## src/rtl/apb_requester.sv

```systemverilog
// APB4 initiator: converts a valid/ready command stream into SETUP/ACCESS transfers to four slaves.
// Optional ACCESS-phase timeout is enabled by defining APB_TIMEOUT_EN.
module apb_requester #(
  parameter int unsigned ADDR_W         = 32,
  parameter int unsigned DATA_W         = 32,
  parameter int unsigned SEL_LSB        = 8,
  parameter int unsigned TIMEOUT_CYCLES = 16
) (
  input  logic                pclk,
  input  logic                preset,
  input  logic                cmd_valid,
  output logic                cmd_ready,
  input  logic                cmd_write,
  input  logic [ADDR_W-1:0]   cmd_addr,
  input  logic [DATA_W-1:0]   cmd_wdata,
  input  logic [DATA_W/8-1:0] cmd_strb,
  input  logic [2:0]          cmd_prot,
  output logic                rsp_valid,
  output logic [DATA_W-1:0]   rsp_rdata,
  output logic                rsp_err,
  output logic [3:0]          psel,
  output logic                penable,
  output logic [ADDR_W-1:0]   paddr,
  output logic                pwrite,
  output logic [2:0]          pprot,
  output logic [DATA_W-1:0]   pwdata,
  output logic [DATA_W/8-1:0] pstrb,
  input  logic [DATA_W-1:0]   prdata,
  input  logic                pready,
  input  logic                pslverr
);

  localparam int unsigned STRB_W = DATA_W / 8;

  typedef enum logic [1:0] {IDLE, SETUP, ACCESS} state_t;

  state_t              state_q, state_d;
  logic [3:0]          psel_d;
  logic                penable_d;
  logic [ADDR_W-1:0]   paddr_d;
  logic                pwrite_d;
  logic [2:0]          pprot_d;
  logic [DATA_W-1:0]   pwdata_d;
  logic [STRB_W-1:0]   pstrb_d;
  logic                rsp_valid_d;
  logic [DATA_W-1:0]   rsp_rdata_d;
  logic                rsp_err_d;
  logic                err_pend_q, err_pend_d;

  logic [1:0]          idx;
  logic                dec_err;
  logic                accept;
  logic                done;
  logic                timeout;

  assign idx       = cmd_addr[SEL_LSB +: 2];
  assign dec_err   = (cmd_addr >> (SEL_LSB + 2)) != '0;
  assign cmd_ready = (state_q == IDLE) || ((state_q == ACCESS) && pready);
  assign accept    = cmd_valid && cmd_ready;
  assign done      = (state_q == ACCESS) && pready;

`ifdef APB_TIMEOUT_EN
  localparam int unsigned CNT_W = $clog2(TIMEOUT_CYCLES + 1);
  logic [CNT_W-1:0] cnt_q, cnt_d;

  // Last tolerated wait cycle: terminating here makes TIMEOUT_CYCLES stalled cycles in total.
  assign timeout = (state_q == ACCESS) && !pready && (cnt_q == CNT_W'(TIMEOUT_CYCLES - 1));

  always_comb begin
    cnt_d = cnt_q;
    if (state_q == SETUP) begin
      cnt_d = '0;
    end else if ((state_q == ACCESS) && !pready && !timeout) begin
      cnt_d = cnt_q + CNT_W'(1);
    end
  end

  always_ff @(posedge pclk) begin
    if (preset) cnt_q <= '0;
    else        cnt_q <= cnt_d;
  end
`else
  assign timeout = 1'b0;
`endif

  // Next-state and registered-output logic.
  always_comb begin
    state_d     = state_q;
    psel_d      = psel;
    penable_d   = penable;
    paddr_d     = paddr;
    pwrite_d    = pwrite;
    pprot_d     = pprot;
    pwdata_d    = pwdata;
    pstrb_d     = pstrb;
    rsp_valid_d = 1'b0;
    rsp_rdata_d = '0;
    rsp_err_d   = 1'b0;
    err_pend_d  = 1'b0;

    case (state_q)
      IDLE: begin
        if (err_pend_q) begin
          rsp_valid_d = 1'b1;
          rsp_err_d   = 1'b1;
        end
      end
      SETUP: begin
        penable_d = 1'b1;
        state_d   = ACCESS;
      end
      ACCESS: begin
        if (done) begin
          rsp_valid_d = 1'b1;
          rsp_err_d   = pslverr;
          rsp_rdata_d = (!pwrite && !pslverr) ? prdata : '0;
          psel_d      = '0;
          penable_d   = 1'b0;
          state_d     = IDLE;
        end else if (timeout) begin
          rsp_valid_d = 1'b1;
          rsp_err_d   = 1'b1;
          psel_d      = '0;
          penable_d   = 1'b0;
          state_d     = IDLE;
        end
      end
      default: state_d = IDLE;
    endcase

    // A decode error whose response slot is already taken is deferred by one cycle.
    if (accept) begin
      if (dec_err) begin
        psel_d    = '0;
        penable_d = 1'b0;
        state_d   = IDLE;
        if (rsp_valid_d) begin
          err_pend_d = 1'b1;
        end else begin
          rsp_valid_d = 1'b1;
          rsp_err_d   = 1'b1;
        end
      end else begin
        paddr_d   = cmd_addr;
        pwrite_d  = cmd_write;
        pprot_d   = cmd_prot;
        pwdata_d  = cmd_wdata;
        pstrb_d   = cmd_write ? cmd_strb : '0;
        psel_d    = 4'b0001 << idx;
        penable_d = 1'b0;
        state_d   = SETUP;
      end
    end
  end

  always_ff @(posedge pclk) begin
    if (preset) begin
      state_q    <= IDLE;
      psel       <= '0;
      penable    <= 1'b0;
      paddr      <= '0;
      pwrite     <= 1'b0;
      pprot      <= '0;
      pwdata     <= '0;
      pstrb      <= '0;
      rsp_valid  <= 1'b0;
      rsp_rdata  <= '0;
      rsp_err    <= 1'b0;
      err_pend_q <= 1'b0;
    end else begin
      state_q    <= state_d;
      psel       <= psel_d;
      penable    <= penable_d;
      paddr      <= paddr_d;
      pwrite     <= pwrite_d;
      pprot      <= pprot_d;
      pwdata     <= pwdata_d;
      pstrb      <= pstrb_d;
      rsp_valid  <= rsp_valid_d;
      rsp_rdata  <= rsp_rdata_d;
      rsp_err    <= rsp_err_d;
      err_pend_q <= err_pend_d;
    end
  end

endmodule
```

## config.mk

```make
export PLATFORM = sky130hd
export DESIGN_NAME = apb_requester
export DESIGN_NICKNAME = d
export VERILOG_FILES = /design/src/rtl/apb_requester.sv
export SDC_FILE = /design/constraint.sdc
export NUM_CORES = 1
export LEC_CHECK = 0
export CORE_MARGIN = 4
export CORE_UTILIZATION = 42
export DETAILED_ROUTE_END_ITERATION = 8
export PLACE_DENSITY = 0.86
export SETUP_SLACK_MARGIN = 0.5
export SLEW_MARGIN = 20
export SYNTH_ARGS = -nofsm -noshare
export SYNTH_HDL_FRONTEND = slang
export SYNTH_SLANG_ARGS = --single-unit
```

## constraint.sdc

```tcl
create_clock -name pclk -period 5.1 [get_ports pclk]
set_input_delay 1.275 -clock pclk [delete_from_list [all_inputs] [get_ports pclk]]
set_output_delay 1.275 -clock pclk [all_outputs]
set_load 0.05 [all_outputs]
```

# Word level (Yosys, flattened, before mapping)
# Cells that the tools add are included.
[word_totals]
out_inout_bits = 112
wordCells = 63
register_bits = 114
[classes]
eq_ne = 5
mux = 22
bitwise_logic = 5
n_reduce_logical = 18
shift = 1
[op_table]
columns = ["operator", "n"]
rows = [
  ["32-bit nonzero test", 1],
  ["4-bit two-way mux", 5],
  ["1-bit two-way mux", 11],
  ["2-bit AND reduction", 4],
  ["1-bit one-hot mux with 2 select lines", 3],
  ["2-bit one-hot mux with 3 select lines", 1],
  ["2-bit nonzero test", 3],
  ["1-bit NOT", 5],
  ["2-bit two-way mux", 2],
  ["2-bit != test (second input constant)", 2],
  ["4-bit OR reduction", 1],
  ["1-bit by 2-bit left shift with 4-bit output (first input constant)", 1],
  ["1-bit logical AND", 3],
  ["3-bit != test (second input constant)", 1],
  ["3-bit OR reduction", 1],
  ["2-bit by 1-bit equality test with 1-bit output (second input constant)", 1],
  ["2-bit equality test (second input constant)", 1],
  ["1-bit logical NOT", 2],
  ["2-bit logical NOT", 1],
  ["2-bit OR reduction", 1],
  ["1-bit logical OR", 1],
]

# Longest topological paths before layout
[depth]
depth_word = 7
ltp_mapped = 6
ltp_nobuf = 4

# Worst setup path before layout
# Ideal clock, no wire load.
[synth_path]
path_type = "input -> output"
start = "input port pready"
end = "output port cmd_ready"
n_path_buf = 0
required_ns = 3.825
cell_stages = 2
arrival_ns = 2.098
path_slack_ns = 1.727
cell_sequence = "inv_1 -> a21oi_1"
[synth_via]
elab_chain_len = 2
[synth_rtl]
columns = ["element", "line", "text"]
rows = [
  ["start, declared", "29", "input logic pready,"],
  ["1-bit logical AND", "58", "assign cmd_ready = (state_q == IDLE) || ((state_q == ACCESS) && pready);"],
  ["1-bit logical OR", "58", ""],
  ["end, declared", "12", "output logic cmd_ready,"],
]
# No other way between the ends.

# Final worst setup path
# Ends and elaborated chain as after synthesis.

==> impl_metrics.csv <==
group,metric,value,unit
setup_path,critPathLaunchType,"input pin",
yosys,ys.flop_type,"dfxtp_1",
finish,final_layout_size_suffix_gt1_share,7.484,%
power,leakagePower,2.397,nW
global_routing,grtUsageMet1,29.19,%
yosys,avgSynthCellArea,9.792,um2
clock_tree,htreeDepth,4,
sta,post-route-period-util,81.41,%
die,fp.dieH,106.2,um
yosys,ys_warn_count,0,
placement,dp.cells,725,
status,status,"complete, no violations",
yosys,synth_area_leaders,"dfxtp_1 56%, o31ai_1 9.3%, and2_1 8.3%, nand4_1 7.1%, a21oi_1 6.8%",
yosys,yosys.cell_types.count,27,
global_routing,overflow,0,
die,die_w,106.2,um
detailed_routing,drt_wl_total,14410,um
clock_tree,clock_path_buffers,2,
clock_tree,path_clk_slew,0.06,ns
sta,tightest_slew,0.7819,ns
setup_path,path_common_cell,"clkdlybuf4s50_1",
setup_path,cp.required,3.83,ns
detailed_routing,drtIter0Drc,222,
setup_path,crit_chain,"clkdlybuf4s50_1 > inv_1 > a21oi_1 > clkdlybuf4s50_1",
finish,finalNonFillerCells,757,
yosys,yosysSeqAreaShare,56.30,%
die,io_pins,221,
clock_tree,cts_buffers,17,
yosys,synth_edf_count,0,
global_routing,top_usage_layer,"met2",
yosys,ys_ff_latch,114,
sta,maxSlewViolCount,0,
setup_path,slowest_stage,"clkdlybuf4s50_1",
placement,post-dp-hpwl,9992,um
yosys,syn_inst,414,
placement,port_buffers,220,
power,power.density,316.6,nW/um2
yosys,synthesis.nets,523,
sta,rsz0062_at_grt,"false",
global_routing,grt_pass1_wl,22310,um
setup_path,crit_start,"pready",
yosys,netlist_area,4054,um2
global_routing,grt_use_met3,8.015,%
sta,period_needed,4.152,ns
yosys,async_reset_ff_share,0,%
yosys,synth_most_common_cell,"dfxtp_1",
die,num_rows,35,
yosys,yosys.area.top_type,"dfxtp_1",
sta,max_freq,240.9,MHz
finish,diodes,0,
setup_path,worst_setup_path_end_kind,"output port",
yosys,yosys.area.top_type_share,56.30,%
clock_tree,cts_resized,0,
setup_path,slowest_delay,0.83,ns
finish,area_growth,70.25,%
clock_tree,clkLatencyLatePin,0.50,ns
clock_tree,cts_tree,"yes",
setup_path,path_class,"in -> out",
detailed_routing,ant_nets,0,
placement,gp_congestion,0.9343,
setup_path,worst-path-buf-inv,3,
clock_tree,cts_setup_buffers,0,
detailed_routing,wl_per_cell,19.03,um
global_routing,grt_pass1_vias,4226,
die,core-area,9328,um2
hold_path,min_from,"paddr[16]$_SDFFE_PP0P_",
job,cap_violations,0,
setup_path,cp_top_family,"buffers and inverters",
die,initial_core_util,43.46,%
power,vdd_drop_max,0.0001866,V
detailed_routing,drc,0,
detailed_routing,vias_per_cell,5.433,
setup_path,worst-endpoint-arrival,2.88,ns
clock_tree,cts-root-buf,"clkbuf_8",
detailed_routing,firstDrtPassIters,5,
global_routing,antenna_found_initial,0,
sta,hold_viol,0,
global_routing,grt_use_total,25.04,%
die,die_area,11290,um2
global_routing,grt_max_degree,67,
setup_path,worstPathMaxFanout,4,
setup_path,r2r-start,"state_q[1]$_SDFFE_PP0P_",
sta,fin_setup_tns,0,ns
clock_tree,cts_hold_buf,0,
sta,slew_headroom,47.39,%
detailed_routing,dr_total_vias,4113,
global_routing,grtUsageMet2,42.90,%
sta,setup_violations,0,
finish,fin_nets,724,
hold_path,hold_path.class,"reg -> reg",
yosys,ys_top_cells_by_count,"114 x dfxtp_1, 55 x a21oi_1, 54 x and2_1",
sta,skew,0.01472,ns
clock_tree,clock_sinks,114,
## per-stage QoR
stage | total power, mW | util (%) | instance area (um2) | setup WS (ns) | hold WS, ns
floorplan | 0.9401 | - | 4054 | 1.727 | 0.4817
global placement | 1.031 | 67.53 | 6299 | 0.9947 | 0.4420
detailed placement | 1.033 | 67.53 | 6299 | 0.9482 | 0.4472
CTS | 2.206 | 73.90 | 6893 | 0.9413 | 0.4667
global route | 2.261 | 73.99 | 6902 | 0.8901 | 0.4820
finish | 2.185 | 73.99 | 6902 | 0.9482 | 0.4623
## flip-flops by register name (all words and copies together), names as in the netlist, 2 cells and up
name / count
state_q: 2
paddr: 32
pstrb: 4
pprot: 3
rsp_rdata: 32
pwdata: 32
psel: 4
## per-layer routing
metal | vias up | part of all wire (%)
met3 | 28 | 7.2
met5 | - | 0
li1 | 1928 | -
met1 | 1980 | 38
met4 | 0 | 2.2
met2 | 177 | 53
## cell usage in the layout, fill, tap and decap left out, types with 3 or more instances in the layout
cell and count:
nand4_1 46, nand3b_1 4, buf_4 8, o31ai_1 50, nor4_1 4, clkinv_4 3, nand2_1 10, inv_6 7
inv_1 4, clkdlybuf4s50_1 219, o41ai_1 4, and2_1 54, a21oi_1 55, clkbuf_16 16, or4_1 7, dfxtp_1 114
## power by group
part,internal [mW],switching (mW)
combinational,0.0784,0.0455
sequential,0.891,0.000285
clock,0.724,0.445
total,1.69,0.491
## path summary, 6_finish.rpt
path / depth (start not counted) / end / slack, ns
hold reg to reg: 1 / paddr[16]$_SDFFE_PP0P_ / 0.46
hold / removal: 1 / paddr[16]$_SDFFE_PP0P_ / 0.46
setup / recovery: 4 / cmd_ready / 0.95
setup reg to reg: 5 / paddr[12]$_SDFFE_PP0P_ / 3.07
## cell type report
type	count	area (um2)
clock buffers	18	427.9
fillers	677	2426
repair buffers	227	2252
flip-flops and latches	114	2282
multi-input cells	251	1597
clock inverters	14	166.4
well taps	129	161.4
inverters	4	15.01
## logic make-up after synthesis
logic type      count (synthesis)  share of synthesized area [%]
flops                         114                          56.30
compound gates                116                          18.21
buf+inv                        49                          4.845
simple gates                  135                          20.65
Note: power is estimated with default switching activity, not from simulation.
